## src/rtl/dmem_pkg.sv

```systemverilog
// Shared types and constants for the data-memory arbiter slice.
package dmem_pkg;

    localparam int ADDR_W = 7;
    localparam int DATA_W = 8;

    localparam logic PORT_CORE = 1'b0;
    localparam logic PORT_DBG  = 1'b1;

    typedef enum logic [1:0] {
        IDLE  = 2'd0,
        ISSUE = 2'd1,
        WAIT  = 2'd2,
        DONE  = 2'd3
    } arbState;

endpackage

```

## src/rtl/rr_pick2.sv

```systemverilog
// Two-way request picker: fixed priority to port 0, or round-robin against the last owner.
module rr_pick2
    import dmem_pkg::*;
(
    input  logic req0,
    input  logic req1,
    input  logic fixedPri,
    input  logic lastOwner,
    output logic valid,
    output logic winner
);

    always_comb begin
        valid  = req0 | req1;
        winner = req1;
        if (req0 && req1)
            winner = fixedPri ? PORT_CORE : ~lastOwner;
    end

endmodule

```

## src/rtl/dmem_arbiter.sv

```systemverilog
// Serialises core and debug/DMA access to the data memory: one strobe cycle per
// transaction, MEM_LAT cycles of wait, then a done pulse to the owner.
module dmem_arbiter #(
    parameter int ADDR_W  = dmem_pkg::ADDR_W,
    parameter int DATA_W  = dmem_pkg::DATA_W,
    parameter int MEM_LAT = 1
) (
    input  logic              clk,
    input  logic              resetN,
    input  logic              fixedPri,
    input  logic              req0,
    input  logic              we0,
    input  logic [ADDR_W-1:0] addr0,
    input  logic [DATA_W-1:0] wdata0,
    output logic              gnt0,
    output logic              done0,
    output logic [DATA_W-1:0] rdata0,
    input  logic              req1,
    input  logic              we1,
    input  logic [ADDR_W-1:0] addr1,
    input  logic [DATA_W-1:0] wdata1,
    output logic              gnt1,
    output logic              done1,
    output logic [DATA_W-1:0] rdata1,
    output logic              busy,
    output logic [ADDR_W-1:0] lineNumber,
    output logic [DATA_W-1:0] memIn,
    output logic              memRead,
    output logic              memWrite,
    input  logic [DATA_W-1:0] memOut
);
    import dmem_pkg::*;

    localparam int CNT_W = 2;

    arbState           state;
    logic              owner;
    logic              opWe;
    logic              lastOwner;
    logic [CNT_W-1:0]  latCnt;
    logic              pickValid;
    logic              pickWinner;
    logic              weSel;
    logic [ADDR_W-1:0] addrSel;
    logic [DATA_W-1:0] wdataSel;

    rr_pick2 uPick (
        .req0      (req0),
        .req1      (req1),
        .fixedPri  (fixedPri),
        .lastOwner (lastOwner),
        .valid     (pickValid),
        .winner    (pickWinner)
    );

    assign weSel    = (pickWinner == PORT_DBG) ? we1    : we0;
    assign addrSel  = (pickWinner == PORT_DBG) ? addr1  : addr0;
    assign wdataSel = (pickWinner == PORT_DBG) ? wdata1 : wdata0;

    // Outputs are registered, so the ISSUE-cycle values are loaded on the IDLE exit edge.
    always_ff @(posedge clk or negedge resetN) begin
        if (!resetN) begin
            state      <= IDLE;
            owner      <= PORT_CORE;
            opWe       <= 1'b0;
            lastOwner  <= PORT_DBG;
            latCnt     <= '0;
            gnt0       <= 1'b0;
            gnt1       <= 1'b0;
            done0      <= 1'b0;
            done1      <= 1'b0;
            busy       <= 1'b0;
            memRead    <= 1'b0;
            memWrite   <= 1'b0;
            lineNumber <= '0;
            memIn      <= '0;
            rdata0     <= '0;
            rdata1     <= '0;
        end else begin
            case (state)
                IDLE: begin
                    if (pickValid) begin
                        owner      <= pickWinner;
                        lastOwner  <= pickWinner;
                        opWe       <= weSel;
                        lineNumber <= addrSel;
                        memIn      <= wdataSel;
                        memRead    <= ~weSel;
                        memWrite   <= weSel;
                        gnt0       <= (pickWinner == PORT_CORE);
                        gnt1       <= (pickWinner == PORT_DBG);
                        busy       <= 1'b1;
                        state      <= ISSUE;
                    end
                end
                ISSUE: begin
                    memRead  <= 1'b0;
                    memWrite <= 1'b0;
                    latCnt   <= CNT_W'(MEM_LAT - 1);
                    state    <= WAIT;
                end
                WAIT: begin
                    if (latCnt == '0) begin
                        if (!opWe) begin
                            if (owner == PORT_DBG) rdata1 <= memOut;
                            else                   rdata0 <= memOut;
                        end
                        done0 <= (owner == PORT_CORE);
                        done1 <= (owner == PORT_DBG);
                        state <= DONE;
                    end else begin
                        latCnt <= latCnt - 1'b1;
                    end
                end
                DONE: begin
                    done0 <= 1'b0;
                    done1 <= 1'b0;
                    gnt0  <= 1'b0;
                    gnt1  <= 1'b0;
                    busy  <= 1'b0;
                    state <= IDLE;
                end
            endcase
        end
    end

endmodule

```

## config.mk

```make
export PLATFORM = sky130hd
export DESIGN_NAME = dmem_arbiter
export DESIGN_NICKNAME = d
export VERILOG_FILES = /design/src/rtl/dmem_pkg.sv /design/src/rtl/rr_pick2.sv /design/src/rtl/dmem_arbiter.sv
export SDC_FILE = /design/constraint.sdc
export NUM_CORES = 1
export LEC_CHECK = 0
export ABC_AREA = 1
export CAP_MARGIN = 20
export CORE_ASPECT_RATIO = 0.7
export CORE_UTILIZATION = 43
export DETAILED_ROUTE_END_ITERATION = 12
export PLACE_DENSITY = 0.79
export SYNTH_ARGS = -nofsm -noshare
export SYNTH_HDL_FRONTEND = slang
export SYNTH_SLANG_ARGS = --single-unit
```

## constraint.sdc

```tcl
create_clock -name clk -period 1.9 [get_ports clk]
set_clock_uncertainty 0.05 [all_clocks]
set_input_delay 0.38 -clock clk [delete_from_list [all_inputs] [get_ports clk]]
set_output_delay 0.38 -clock clk [all_outputs]
set_load 0.01 [all_outputs]
```

== Yosys cells after proc, flatten, opt, wreduce, memory -nomap -nowiden ==
Index checks and enable logic that the tools add are counted.

* Register bits: 45
* Bits of input ports: 45
* Output and inout bits: 38
* Logic and storage cells: 68

* $add $sub $neg: 1
* Equality and inequality tests: 6
* Multiplexer cells: 24
* Bitwise logic cells: 6
* Reduce and logical (&&, ||, !) cells: 15

{| class="wikitable"
|+ Operators by type and width
! operator !! count
|-
| 1-bit one-hot mux with 2 select lines || 7
|-
| 2-bit AND reduction || 6
|-
| 1-bit two-way mux || 10
|-
| 8-bit two-way mux || 1
|-
| 2-bit one-hot mux with 4 select lines || 1
|-
| 4-bit AND reduction || 2
|-
| 2-bit nonzero test || 4
|-
| 7-bit two-way mux || 1
|-
| 2-bit two-way mux || 3
|-
| 2-bit != test, second input constant || 3
|-
| 1-bit NOT || 5
|-
| 2-bit equality test, second input constant || 2
|-
| 2-bit zero test || 2
|-
| 2-bit one-hot mux with 2 select lines || 1
|-
| 2-bit by 1-bit equality test with 1-bit output, second input constant || 1
|-
| 2-bit by 1-bit subtractor with 2-bit output, second input constant || 1
|-
| 1-bit logical AND || 1
|-
| 1-bit OR || 1
|}

== Depth between registers and ports, before layout ==
* Word-level depth: 7
* Gate-level depth with buffers: 9
* Mapped depth without buffers: 7

== By module ==
A second synthesis with hierarchy kept.

* Cell total of the unflattened synthesis: 282
* Area total of the unflattened synthesis: 2217.1 µm²

{| class="wikitable"
|+ By module, submodules not included
! module !! times used !! cells an instance !! area each (µm²) !! seq. area each (µm²)
|-
| dmem_arbiter || 1 || 275 || 2180.8 || 1127.3
|-
| rr_pick2 || 1 || 7 || 36.3 || 0.0
|}

== Worst setup path before layout ==
OpenSTA, ideal clock, no wires.

* Path type: register to register
* Start: register state[0]
* End: register rdata0[1]
* Setup time: 0.121 ns
* Data arrival time: 1.259 ns
* Data required time: 1.729 ns
* Path slack: 0.470 ns
* Cell stages (with the launch flop): 10
* Buffers on the path: 2
* Clock period less this slack: 1.430 ns
* Path through: dfrtp_1 -> inv_1 -> ha_1 -> buf_4 -> nand2_1 -> inv_2 -> nand3_2 -> buf_2 -> nand2_1 -> o21ai_1

* Longest elaborated chain between the ends: 2

{| class="wikitable"
|+ Ends and longest elaborated chain
! element !! RTL line !! text
|-
| from (decl) || dmem_arbiter.sv:36 || <nowiki>arbState state;</nowiki>
|-
| from (signal assigned) || dmem_arbiter.sv:63 || <nowiki>state <= IDLE;</nowiki>
|-
| from (signal assigned) || dmem_arbiter.sv:93 || <nowiki>state <= ISSUE;</nowiki>
|-
| from (signal assigned) || dmem_arbiter.sv:100 || <nowiki>state <= WAIT;</nowiki>
|-
| 2-bit equality test || dmem_arbiter.sv:80 || <nowiki>case (state)</nowiki>
|-
| 4-bit AND reduction (no line) || -- ||
|-
| to (signal assigned) || dmem_arbiter.sv:106 || <nowiki>else rdata0 <= memOut;</nowiki>
|-
| to (decl) || dmem_arbiter.sv:17 || <nowiki>output logic [DATA_W-1:0] rdata0,</nowiki>
|}

No other way between the ends.
A chain may end at the register's enable or synchronous reset.

== Worst setup path in the final report ==
* Start: register memIn[3]
* End: output memIn[3]

{| class="wikitable"
|+ RTL lines
! element !! RTL line !! text
|-
| from (decl) || dmem_arbiter.sv:27 || <nowiki>output logic [DATA_W-1:0] memIn,</nowiki>
|-
| from (signal assigned) || dmem_arbiter.sv:87 || <nowiki>memIn <= wdataSel;</nowiki>
|}

No word-level cell between the ends.

==> results.yml <==
clock_tree:
  cts_buffers: 5
  clk-insertion-delay-late_ns: 0.29
  path_clk_slew_ns: 0.08
  cts_buffer_depth: 2
  cts_tree: "yes"
  cts_htree_levels: 2
  clkSinkCount: 45
  postCtsSetupBuffers: 0
  root_buffer: "clkbuf_8"
pwr:
  leakage_nw: 1.50
  internal_power_mw: 2.79
  peakVddDrop_mv: 0.911
  power_frac_clock_pct: 12.9
  swShare_pct: 37.4
  p_total_mw: 4.46
  power_density_nw_per_um2: 1460
  pwr-share-comb_pct: 49.3
  p_sw_mw: 1.67
  power_frac_seq_pct: 37.8
drt:
  dr.first_iter.drc_count: 81
  viasPerCell: 4.72
  post_drt_wl_per_cell_um: 12.7
  drt-total-wl_mm: 5.04
  wl_met1_mm: 2.45
  drt_first_pass_iters: 4
  wl_met2_mm: 2.05
  drc: 0
  vias: 1880
  final_antenna_net_count: 0
  highest_layer: "met4"
  routed-wl-met3_um: 482
global_route:
  grt_start_max_net_pins: 46
  grt_pass1_vias: 1823
  track_usage_pct: 21.1
  grt_pass1_wl_mm: 8.25
  grt_antenna_before_repair: 0
  overflow: 0
place:
  post-place-ws_ns: 0.0966
  routabilityCongestion: 0.811
  dp_hpwl_mm: 3.62
  portBuffers: 82
yosys:
  ys_ff_latch: 45
  ys_top_cells_by_area: "dfrtp_1, nand2_1, inv_1, o21ai_1, ha_1"
  synth_top_area_cell: "dfrtp_1"
  yosys_warnings: 0
  syn_area_per_cell_um2: 8.13
  yosys.area.top_type_share_pct: 52.5
  synth_enable_flop_cells: 0
  synth-seq-area-share_pct: 53.8
  synth_fp_nets: 309
  syn_inst: 258
  synth_flop_cell: "dfrtp_1"
  syn_area_um2: 2100
  ys_types: 18
  async_flop_share_pct: 100
die:
  die_area_um2: 5160
  rows: 20
  start_util_pct: 46.6
  core_area_um2: 4500
  ios: 83
  die_h_um: 60.4
  die_x_um: 85.5
cells_and_area:
  area_delta_synth_final_pct: 46.1
  antenna_cells: 0
  final_common_cell: "clkdlybuf4s50_1"
  layout.cells.most_common_list: "clkdlybuf4s50_1, nand2_1, dfrtp_1"
  drive_above_1_share_pct: 5.25
  final_nets: 393
  utilization_pct: 68.0
setup_path:
  crit_type: "flip-flop to primary output"
  crit_end: "memIn[3]"
  critPathTopFamily: "buffers and inverters"
  start_kind: "flip-flop"
  critPathMaxFanout: 2
  cp_cell_sequence: "clkdlybuf4s50_1"
  cp_num_buf_inv: 1
  reg2reg_slack_ns: 0.26
  startpoint: "memIn[3]"
  reg2reg_from: "state[0]"
  crit_cells: 1
  worst_path_largest_cell_delay_ns: 0.55
  cp.required_ns: 1.47
  endpoint_kind: "primary output"
  cp.arrival_ns: 1.22
  slowest_stage: "clkdlybuf4s50_1"
  reg2reg_depth: 4
  r2r-end: "rdata1[6]"
timing:
  rsz0062_at_grt: "no"
  fmax_mhz: 608
  setup_viol: 0
  fin_crit_sh_pct: 86.6
  hold_viol: 0
  min_period_ns: 1.65
  relSlewSlack_pct: 63.7
  hold_ws_ns: 0.0958
  worst_pin_slew_ns: 0.545
  setup_ws_ns: 0.255
  tns_ns: 0
  final-max-slew-violation-count: 0
run_status:
  status: "completed"
job:
  drv_cap: 0
hold_path:
  min_path_type: "input port to asynchronous set/reset pin"
==> worst register-to-register path: stages, from the launching register on <==
cell,delay [ns]
dfrtp_1,0.41
inv_1,0.11
ha_1,0.32
nand4_2,0.38
o21ai_0,0.28
==> state kept, by name, indices dropped and copies added, names as in the netlist <==
name and cells:
done0 1, owner 1, memIn 8, state 2
memRead 1, latCnt 2, busy 1, memWrite 1
rdata1 8, lastOwner 1, gnt1 1, done1 1
rdata0 8, opWe 1, lineNumber 7, gnt0 1
==> routing by layer <==
metal,track usage (%),up-vias
met4,6.19,0
met2,31.8,83
li1,-,958
met5,0,-
met3,7.35,7
met1,29.4,832
==> cells in the mapped netlist (2+ instances only) <==
master and instances:
nand3_1 6, nand2_1 79, buf_4 3, inv_2 2, o21ai_1 30, ha_1 6, inv_1 40, a21oi_1 2
buf_2 5, o22ai_1 3, dfrtp_1 44, nor2_1 19, o21ai_0 14
==> cells by family (layout without fill, tap and decap cells) <==
| logic type | after synthesis | after routing | synth area share [%] |
|---|---|---|---|
| compound gates | 50 | 50 | 12.6 |
| fa+ha+maj | 6 | 6 | 3.58 |
| buf+inv | 51 | 136 | 9.96 |
| flops | 45 | 45 | 53.8 |
| simple gates | 106 | 106 | 20.0 |
==> power by group through the flow <==
stage                     Sequential, mW  Clock, mW  Combinational (mW)
after floorplan                     1.84          0               0.912
after CTS                           1.69      0.578                2.21
final                               1.69      0.573                2.20
after detailed placement            1.68          0                2.20
after global placement              1.69          0                2.13
after global routing                1.74      0.632                2.44
==> through the flow <==
step	area (µm²)	cells
2_1_floorplan	2100	258
3_3_place_gp	2970	390
3_5_place_dp	2970	390
4_1_cts	3060	398
5_1_grt	3060	398
6_report	3060	398
==> timing repair <==
action,in CTS,in global routing
hold buffers,0,0
setup endpoints to repair,0,1
endpoints found under the hold margin,0,0
gates resized for setup,0,1
==> worst min-delay path by stage <==
stage	slack, ns	cells past startpoint	to	startpoint
detailed placement	0.43	2	lastOwner	lastOwner
CTS	0.12	2	gnt1	resetN
floorplan	0.03	0	busy	resetN
global route	0.14	2	gnt1	resetN
finish	0.1	2	gnt1	resetN
global placement	0.42	2	lastOwner	lastOwner
==> area by class of cell <==
| type | instances | area (µm²) |
|---|---|---|
| multi-input combinational | 162 | 768 |
| tap | 55 | 68.8 |
| fill | 377 | 1440 |
| sequential | 45 | 1130 |
| inverter | 42 | 158 |
| timing repair buffer | 86 | 858 |
| clock buffer | 6 | 72.6 |
| clock inverter | 2 | 10.0 |
No activity file was read; power rests on OpenSTA's default activity.
